==> src/rtl/branch_predictor_if.sv <==
// branch_predictor_if
//  Groups the lookup, pipeline-control and training signals of the branch
//  predictor into one bundle.
//  master : pipeline side. It drives stall, flush, lookup_pc and upd_* and
//           receives the pred_* outputs.
//  slave  : predictor side.
// Ports
//  stall, flush             pipeline hold / MEM redirect
//  lookup_pc                PC_next presented to the I_Cache
//  pred_hit/taken/target    registered prediction for the PC now in IF
//  upd_valid/is_br/is_j     resolved control instruction in MEM
//  upd_taken/pc/target      outcome, PC and actual target of that instruction
interface branch_predictor_if #(
   parameter int unsigned XLEN = 32
);
   logic            stall;
   logic            flush;
   logic [XLEN-1:0] lookup_pc;
   logic            pred_hit;
   logic            pred_taken;
   logic [XLEN-1:0] pred_target;
   logic            upd_valid;
   logic            upd_is_br;
   logic            upd_is_j;
   logic            upd_taken;
   logic [XLEN-1:0] upd_pc;
   logic [XLEN-1:0] upd_target;

   modport master (
      output stall, flush, lookup_pc,
      output upd_valid, upd_is_br, upd_is_j, upd_taken, upd_pc, upd_target,
      input  pred_hit, pred_taken, pred_target
   );

   modport slave (
      input  stall, flush, lookup_pc,
      input  upd_valid, upd_is_br, upd_is_j, upd_taken, upd_pc, upd_target,
      output pred_hit, pred_taken, pred_target
   );
endinterface

==> src/rtl/branch_predictor.sv <==
// branch_predictor
//  Direct-mapped BTB with a saturating direction counter per entry. The PC
//  being fetched (PC_next) is looked up each cycle and the prediction is
//  registered so that it lines up with PC_IF, like the synchronous I_Cache
//  read. Entries are trained by resolved branches/jumps from MEM.
// Ports
//  clk    rising-edge clock
//  reset  asynchronous active-low reset; clears table and outputs
//  bus    branch_predictor_if.slave (lookup, stall/flush, training)
// Parameters
//  XLEN     address/target width
//  ENTRIES  table entries (power of 2, >= 2)
//  TAG_W    tag bits, taken from pc[IDX_W+TAG_W+1:IDX_W+2]
//  CTR_W    direction counter width (>= 1)
module branch_predictor #(
   parameter int unsigned XLEN    = 32,
   parameter int unsigned ENTRIES = 64,
   parameter int unsigned TAG_W   = 8,
   parameter int unsigned CTR_W   = 2
) (
   input logic                clk,
   input logic                reset,
   branch_predictor_if.slave  bus
);

   localparam int unsigned IDX_W = $clog2(ENTRIES);
   localparam int unsigned TAG_LO = IDX_W + 2;
   localparam int unsigned TAG_HI = IDX_W + TAG_W + 1;

   // Fresh allocations start weakly taken.
   localparam logic [CTR_W-1:0] CtrWeakTaken = CTR_W'(1) << (CTR_W - 1);

   // Table storage
   logic             valid_q  [ENTRIES];
   logic [TAG_W-1:0] tag_q    [ENTRIES];
   logic [XLEN-1:0]  target_q [ENTRIES];
   logic             is_j_q   [ENTRIES];
   logic [CTR_W-1:0] ctr_q    [ENTRIES];

   // Registered prediction
   logic            pred_hit_q;
   logic            pred_taken_q;
   logic [XLEN-1:0] pred_target_q;

   // Lookup side
   logic [IDX_W-1:0] lk_idx;
   logic [TAG_W-1:0] lk_tag;
   logic             lk_hit;
   logic             lk_taken;
   logic [XLEN-1:0]  lk_target;

   // Update side
   logic [IDX_W-1:0] upd_idx;
   logic [TAG_W-1:0] upd_tag;
   logic             upd_en;
   logic             upd_hit;
   logic             upd_tkn;
   logic [CTR_W-1:0] ctr_cur;
   logic [CTR_W-1:0] ctr_nxt;

   // pc[1:0] and the bits above the tag never take part in indexing.
   logic unused_pc_bits;
   assign unused_pc_bits = ^{bus.lookup_pc[1:0], bus.lookup_pc[XLEN-1:TAG_HI+1],
                             bus.upd_pc[1:0], bus.upd_pc[XLEN-1:TAG_HI+1]};

   // ---------------------------------------------------------------------------
   // Lookup: reads the table as it stands before this edge's update, so a
   // same-cycle lookup/update to one index sees the old contents.
   // ---------------------------------------------------------------------------
   always_comb begin
      lk_idx    = bus.lookup_pc[IDX_W+1:2];
      lk_tag    = bus.lookup_pc[TAG_HI:TAG_LO];
      lk_hit    = valid_q[lk_idx] && (tag_q[lk_idx] == lk_tag);
      lk_taken  = lk_hit && (is_j_q[lk_idx] || ctr_q[lk_idx][CTR_W-1]);
      lk_target = target_q[lk_idx];
   end

   always_ff @(posedge clk or negedge reset) begin
      if (!reset) begin
         pred_hit_q    <= 1'b0;
         pred_taken_q  <= 1'b0;
         pred_target_q <= '0;
      end else begin
         if (bus.flush) begin
            // Flush wins over stall for the direction outputs.
            pred_hit_q   <= 1'b0;
            pred_taken_q <= 1'b0;
         end else if (!bus.stall) begin
            pred_hit_q   <= lk_hit;
            pred_taken_q <= lk_taken;
         end
         if (!bus.stall) begin
            pred_target_q <= lk_target;
         end
      end
   end

   assign bus.pred_hit    = pred_hit_q;
   assign bus.pred_taken  = pred_taken_q;
   assign bus.pred_target = pred_target_q;

   // ---------------------------------------------------------------------------
   // Update decode. A jump (including is_br & is_j together) is always taken.
   // ---------------------------------------------------------------------------
   always_comb begin
      upd_idx = bus.upd_pc[IDX_W+1:2];
      upd_tag = bus.upd_pc[TAG_HI:TAG_LO];
      upd_en  = bus.upd_valid && (bus.upd_is_br || bus.upd_is_j);
      upd_hit = valid_q[upd_idx] && (tag_q[upd_idx] == upd_tag);
      upd_tkn = bus.upd_is_j || bus.upd_taken;
      ctr_cur = ctr_q[upd_idx];
      ctr_nxt = ctr_cur;
      if (bus.upd_taken) begin
         if (ctr_cur != '1) ctr_nxt = ctr_cur + CTR_W'(1);
      end else begin
         if (ctr_cur != '0) ctr_nxt = ctr_cur - CTR_W'(1);
      end
   end

   // Training is never gated by stall or flush.
   always_ff @(posedge clk or negedge reset) begin
      if (!reset) begin
         for (int i = 0; i < int'(ENTRIES); i++) begin
            valid_q[i]  <= 1'b0;
            tag_q[i]    <= '0;
            target_q[i] <= '0;
            is_j_q[i]   <= 1'b0;
            ctr_q[i]    <= '0;
         end
      end else if (upd_en) begin
         if (upd_hit) begin
            if (bus.upd_is_j) begin
               is_j_q[upd_idx]   <= 1'b1;
               target_q[upd_idx] <= bus.upd_target;
            end else begin
               ctr_q[upd_idx] <= ctr_nxt;
               if (bus.upd_taken) target_q[upd_idx] <= bus.upd_target;
            end
         end else if (upd_tkn) begin
            // Miss and taken: overwrite whatever occupies this index.
            valid_q[upd_idx]  <= 1'b1;
            tag_q[upd_idx]    <= upd_tag;
            target_q[upd_idx] <= bus.upd_target;
            is_j_q[upd_idx]   <= bus.upd_is_j;
            ctr_q[upd_idx]    <= CtrWeakTaken;
         end
      end
   end

endmodule

==> src/flat_wrapper.sv <==
// flat-port wrapper written by rule: the top's interface ports become plain ports
module branch_predictor_flat 
#(
   parameter int unsigned XLEN    = 32,
   parameter int unsigned ENTRIES = 64,
   parameter int unsigned TAG_W   = 8,
   parameter int unsigned CTR_W   = 2
)
  (clk, reset, bus_stall, bus_flush, bus_lookup_pc, bus_upd_valid, bus_upd_is_br, bus_upd_is_j, bus_upd_taken, bus_upd_pc, bus_upd_target, bus_pred_hit, bus_pred_taken, bus_pred_target);
  branch_predictor_if #(.XLEN(XLEN)) bus_i ();
  input logic clk;
  input logic reset;
  input wire logic [$bits(bus_i.stall)-1:0] bus_stall;
  input wire logic [$bits(bus_i.flush)-1:0] bus_flush;
  input wire logic [$bits(bus_i.lookup_pc)-1:0] bus_lookup_pc;
  input wire logic [$bits(bus_i.upd_valid)-1:0] bus_upd_valid;
  input wire logic [$bits(bus_i.upd_is_br)-1:0] bus_upd_is_br;
  input wire logic [$bits(bus_i.upd_is_j)-1:0] bus_upd_is_j;
  input wire logic [$bits(bus_i.upd_taken)-1:0] bus_upd_taken;
  input wire logic [$bits(bus_i.upd_pc)-1:0] bus_upd_pc;
  input wire logic [$bits(bus_i.upd_target)-1:0] bus_upd_target;
  output wire logic [$bits(bus_i.pred_hit)-1:0] bus_pred_hit;
  output wire logic [$bits(bus_i.pred_taken)-1:0] bus_pred_taken;
  output wire logic [$bits(bus_i.pred_target)-1:0] bus_pred_target;
  assign bus_i.stall = bus_stall;
  assign bus_i.flush = bus_flush;
  assign bus_i.lookup_pc = bus_lookup_pc;
  assign bus_i.upd_valid = bus_upd_valid;
  assign bus_i.upd_is_br = bus_upd_is_br;
  assign bus_i.upd_is_j = bus_upd_is_j;
  assign bus_i.upd_taken = bus_upd_taken;
  assign bus_i.upd_pc = bus_upd_pc;
  assign bus_i.upd_target = bus_upd_target;
  assign bus_pred_hit = bus_i.pred_hit;
  assign bus_pred_taken = bus_i.pred_taken;
  assign bus_pred_target = bus_i.pred_target;
  branch_predictor #(.XLEN(XLEN), .ENTRIES(ENTRIES), .TAG_W(TAG_W), .CTR_W(CTR_W)) u_core (.clk(clk), .reset(reset), .bus(bus_i));
endmodule
==> config.mk <==
export PLATFORM = sky130hd
export DESIGN_NAME = branch_predictor_flat
export DESIGN_NICKNAME = d
export VERILOG_FILES = /design/src/rtl/branch_predictor_if.sv /design/src/rtl/branch_predictor.sv /design/src/flat_wrapper.sv
export SDC_FILE = /design/constraint.sdc
export NUM_CORES = 2
export LEC_CHECK = 0
export BUFFER_PORTS_ARGS = -buffer_cell sky130_fd_sc_hd__clkbuf_2
export CAP_MARGIN = 20
export CORE_ASPECT_RATIO = 0.5
export CORE_MARGIN = 2
export CORE_UTILIZATION = 45
export DETAILED_ROUTE_END_ITERATION = 12
export HOLD_SLACK_MARGIN = 0.06
export SYNTH_ARGS = -nofsm -noshare
export SYNTH_HDL_FRONTEND = slang
export SYNTH_SLANG_ARGS = --single-unit
==> constraint.sdc <==
create_clock -name clk -period 7.07 [get_ports clk]
set_input_delay 1.0605 -clock clk [delete_from_list [all_inputs] [get_ports clk]]
set_output_delay 1.0605 -clock clk [all_outputs]
set_load 0.01 [all_outputs]
==> flow_metrics.tcl <==
set metrics [dict create \
    die_h_um 393 \
    p_sw_uw 9770 \
    worst_setup_path_end_kind "flip-flop" \
    fillers 25500 \
    post_cts_buffers 0 \
    p_sw_frac 0.253 \
    ff2ff_path_depth 12 \
    peakVddDrop_mv 0.185 \
    finalWorstSetupSlack_ps 1790 \
    dr.pass1.iters 6 \
    crit_fanout 33 \
    place_ws_ps 1030 \
    track_usage 0.273 \
    yosys_most_used_dff "dfrtp_1" \
    drc 0 \
    max_freq_mhz 189 \
    critPathTopFamily "simple AND/OR/NAND/NOR gates" \
    postCtsHoldBufs 1 \
    initial_core_util 0.453 \
    cts.clk_slew.worst_paths_ps 70 \
    worstPathCellList "buf_4 -> nor2b_2 -> buf_4 -> buf_4 -> a221o_1 -> a22oi_1 -> o22ai_1 -> nor3_1 -> xnor2_1 -> or4_1 -> nor4b_4 -> buf_12 -> buf_4 -> nor2_2 -> mux2_1" \
    fin_crit_ps 5280 \
    critical_path_arrival_ps 6020 \
    first_iter_violations 8472 \
    yosysWarningCount 0 \
    syn_area_um2 136000 \
    start_kind "primary input" \
    slew_violations 0 \
    gp_congestion 0.889 \
    fin_skew_ps 63.1 \
    min_path_cells 4 \
    die_x_um 781 \
    grt_max_degree 174 \
    drt-vias-per-instance 6.32 \
    wire_per_inst_um 32.0 \
    setup_viol 0 \
    dpl.hpwl_um 247000 \
    wl_met1_um 193000 \
    cts-root-buf "clkbuf_16" \
    powerDensity_nw_per_um2 257 \
    ys_types 70 \
    ys_seq_area_frac 0.525 \
    seq_power_share 0.485 \
    wirelength_um 420000 \
    numCtsBuffers 276 \
    hold_path.class "primary input to flip-flop" \
    power.internal_uw 28900 \
    synth_cells 9096 \
    grt_pass1_wl_um 613000 \
    htree_levels 5 \
    tightest_slew_ps 1200 \
    portBuffers 101 \
    placementRows 142 \
    cts_tree "built" \
    syn_nets 9200 \
    hold_violations 0 \
    worstSetupPathType "primary input to flip-flop" \
    cp_slowest_stage_delay_ps 590 \
    top_layer "met5" \
    fin_crit_sh 0.747 \
    clk_path_buf_depth 4 \
    overflow 0 \
    route.vias.total 82900 \
    yosys_register_bits 2850 \
    die_area_um2 307000 \
    areaGrowthSynthToFinish_pct 10.8 \
    outcome "complete, no violations" \
    max_cap_violations 0 \
    clkPwrFrac 0.392 \
    cpMostUsedCell "buf_4" \
    tns_ps 0 \
    synth_commonest_cells "2850 x dfrtp_1, 2399 x mux2_2, 931 x mux4_2" \
    cpMaxStageDelayCell "or4_1" \
    yosysTopAreaCell "dfrtp_1" \
    path_buf_inv 5 \
    core_area_um2 300000 \
    layoutNonFillerInstCount 13100 \
    worstPathRequired_ps 7810 \
    layout.nets 8988 \
    pin_count 138 \
    first_global_vias 82600 \
    postCtsResizedCells 0 \
    synth_top_area_share 0.525 \
    drtAntennaViolNets 0 \
    post-place-cells 12600 \
    syn_area_per_cell_um2 14.9 \
    drive_gt1_frac 0.474 \
    relSlewSlack 0.200 \
    wl_met2_um 184000 \
    p_leak_uw 0.0705 \
    rsz0062_at_grt "false" \
    power.share.combinational 0.123 \
    clock_latency_ps 880 \
    worstSetupPathDepth 15 \
    ys_top_cells_by_area "dfrtp_1 52%, mux2_2 20%, mux4_2 15%" \
    async_flop_share 1.00 \
    synth_edf_count 0 \
    antenna_found_initial 27 \
    yosysMostFrequentCell "dfrtp_1" \
    wl_met3_um 28500 \
    clkSinkCount 2850 \
]
cell families after synthesis:
logic type               count (synthesis)  synth area share
AND/OR/NAND/NOR                       1039            0.0380
XOR/XNOR                                15          0.000967
buffers and inverters                  890            0.0263
flip-flops                            2850             0.525
multiplexers                          3687             0.381
AO/OA/AOI/OAI                          613            0.0284
adder cells (fa/ha/maj)                  2          0.000147
worst paths after layout:
path / from / to / slack [ps]
max: bus_upd_pc[3] / u_core.tag_q[32] / 1790
min: bus_flush / u_core.bus.pred_hit / 470
max reg2reg: u_core.tag_q[334] / u_core.tag_q[32] / 2560
min reg2reg: u_core.bus.pred_hit / u_core.bus.pred_hit / 490
max in group asynchronous: reset / u_core.tag_q[135] / 4290
min in group asynchronous: reset / u_core.ctr_q[50] / 700
cells in the final DEF, fill, tap and decap left out, types with 13 or more instances in the layout:
| cell | count |
|---|---|
| or2_2 | 37 |
| nor2_2 | 23 |
| nand2b_1 | 64 |
| nor2_1 | 161 |
| nand2_4 | 63 |
| nand2_1 | 206 |
| mux4_2 | 931 |
| mux2_2 | 2399 |
| buf_12 | 63 |
| nand3_1 | 83 |
| mux2_1 | 225 |
| clkinv_2 | 37 |
| mux2i_1 | 132 |
| a221oi_1 | 18 |
| clkbuf_16 | 282 |
| a31oi_1 | 15 |
| a2bb2oi_1 | 62 |
| and2_1 | 67 |
| nor2_4 | 19 |
| clkbuf_1 | 58 |
| o22ai_1 | 28 |
| buf_4 | 222 |
| a21oi_1 | 135 |
| a22oi_1 | 53 |
| or2_1 | 28 |
| bufinv_16 | 13 |
| a211oi_1 | 19 |
| clkbuf_2 | 90 |
| clkbuf_8 | 62 |
| nor2b_1 | 13 |
| o21ai_0 | 213 |
| a22o_1 | 13 |
| nor3_1 | 224 |
| dfrtp_1 | 2850 |
worst min-delay path, delay by kind of cell:
| family | cells | cell delay, ps |
|---|---|---|
| buffers and inverters | 1 | 90 |
| and+or+nand+nor | 3 | 150 |
flip-flops by register name (all words and copies together) (netlist names):
register and count:
u_core.ctr_q 128, u_core.bus.pred_hit 1, u_core.valid_q 64, u_core.target_q 2048
u_core.tag_q 512, u_core.bus.pred_taken 1, u_core.bus.pred_target 32, u_core.is_j_q 64
metal layers:
layer	global-route usage	up-vias
met1	0.413	45700
met2	0.402	2878
met5	0	-
met3	0.0473	727
li1	-	33700
met4	0.0887	4
cell type report:
class,count,area (um^2),share of cell area
Antenna cell,6,15.0,0.0000997
Multi-Input combinational cell,5356,61600,0.409
Clock inverter,74,796,0.00529
Timing Repair Buffer,393,3630,0.0241
Inverter,7,26.3,0.000175
Tap cell,4032,5040,0.0335
Sequential cell,2850,71300,0.474
Clock buffer,400,8100,0.0538
through the flow:
step                      utilization  instance area, um^2  hold WS [ps]  power [uW]
after CTS                       0.500               150000           411       38900
final                           0.502               151000           473       38700
after global routing            0.502               151000           461       40100
after global placement          0.470               141000           467       23600
after detailed placement        0.471               141000           468       23800
after floorplan                     -               136000           443       22100
power groups by stage:
| stage | combinational, uW | sequential (uW) | clock, uW |
|---|---|---|---|
| 3_3_place_gp | 4650 | 19000 | 0 |
| 6_report | 4740 | 18800 | 15200 |
| 2_1_floorplan | 3320 | 18700 | 0 |
| 5_1_grt | 5070 | 18900 | 16100 |
| 3_5_place_dp | 4740 | 19000 | 0 |
| 4_1_cts | 4750 | 18700 | 15400 |
Note: power is estimated with default switching activity, not from simulation.
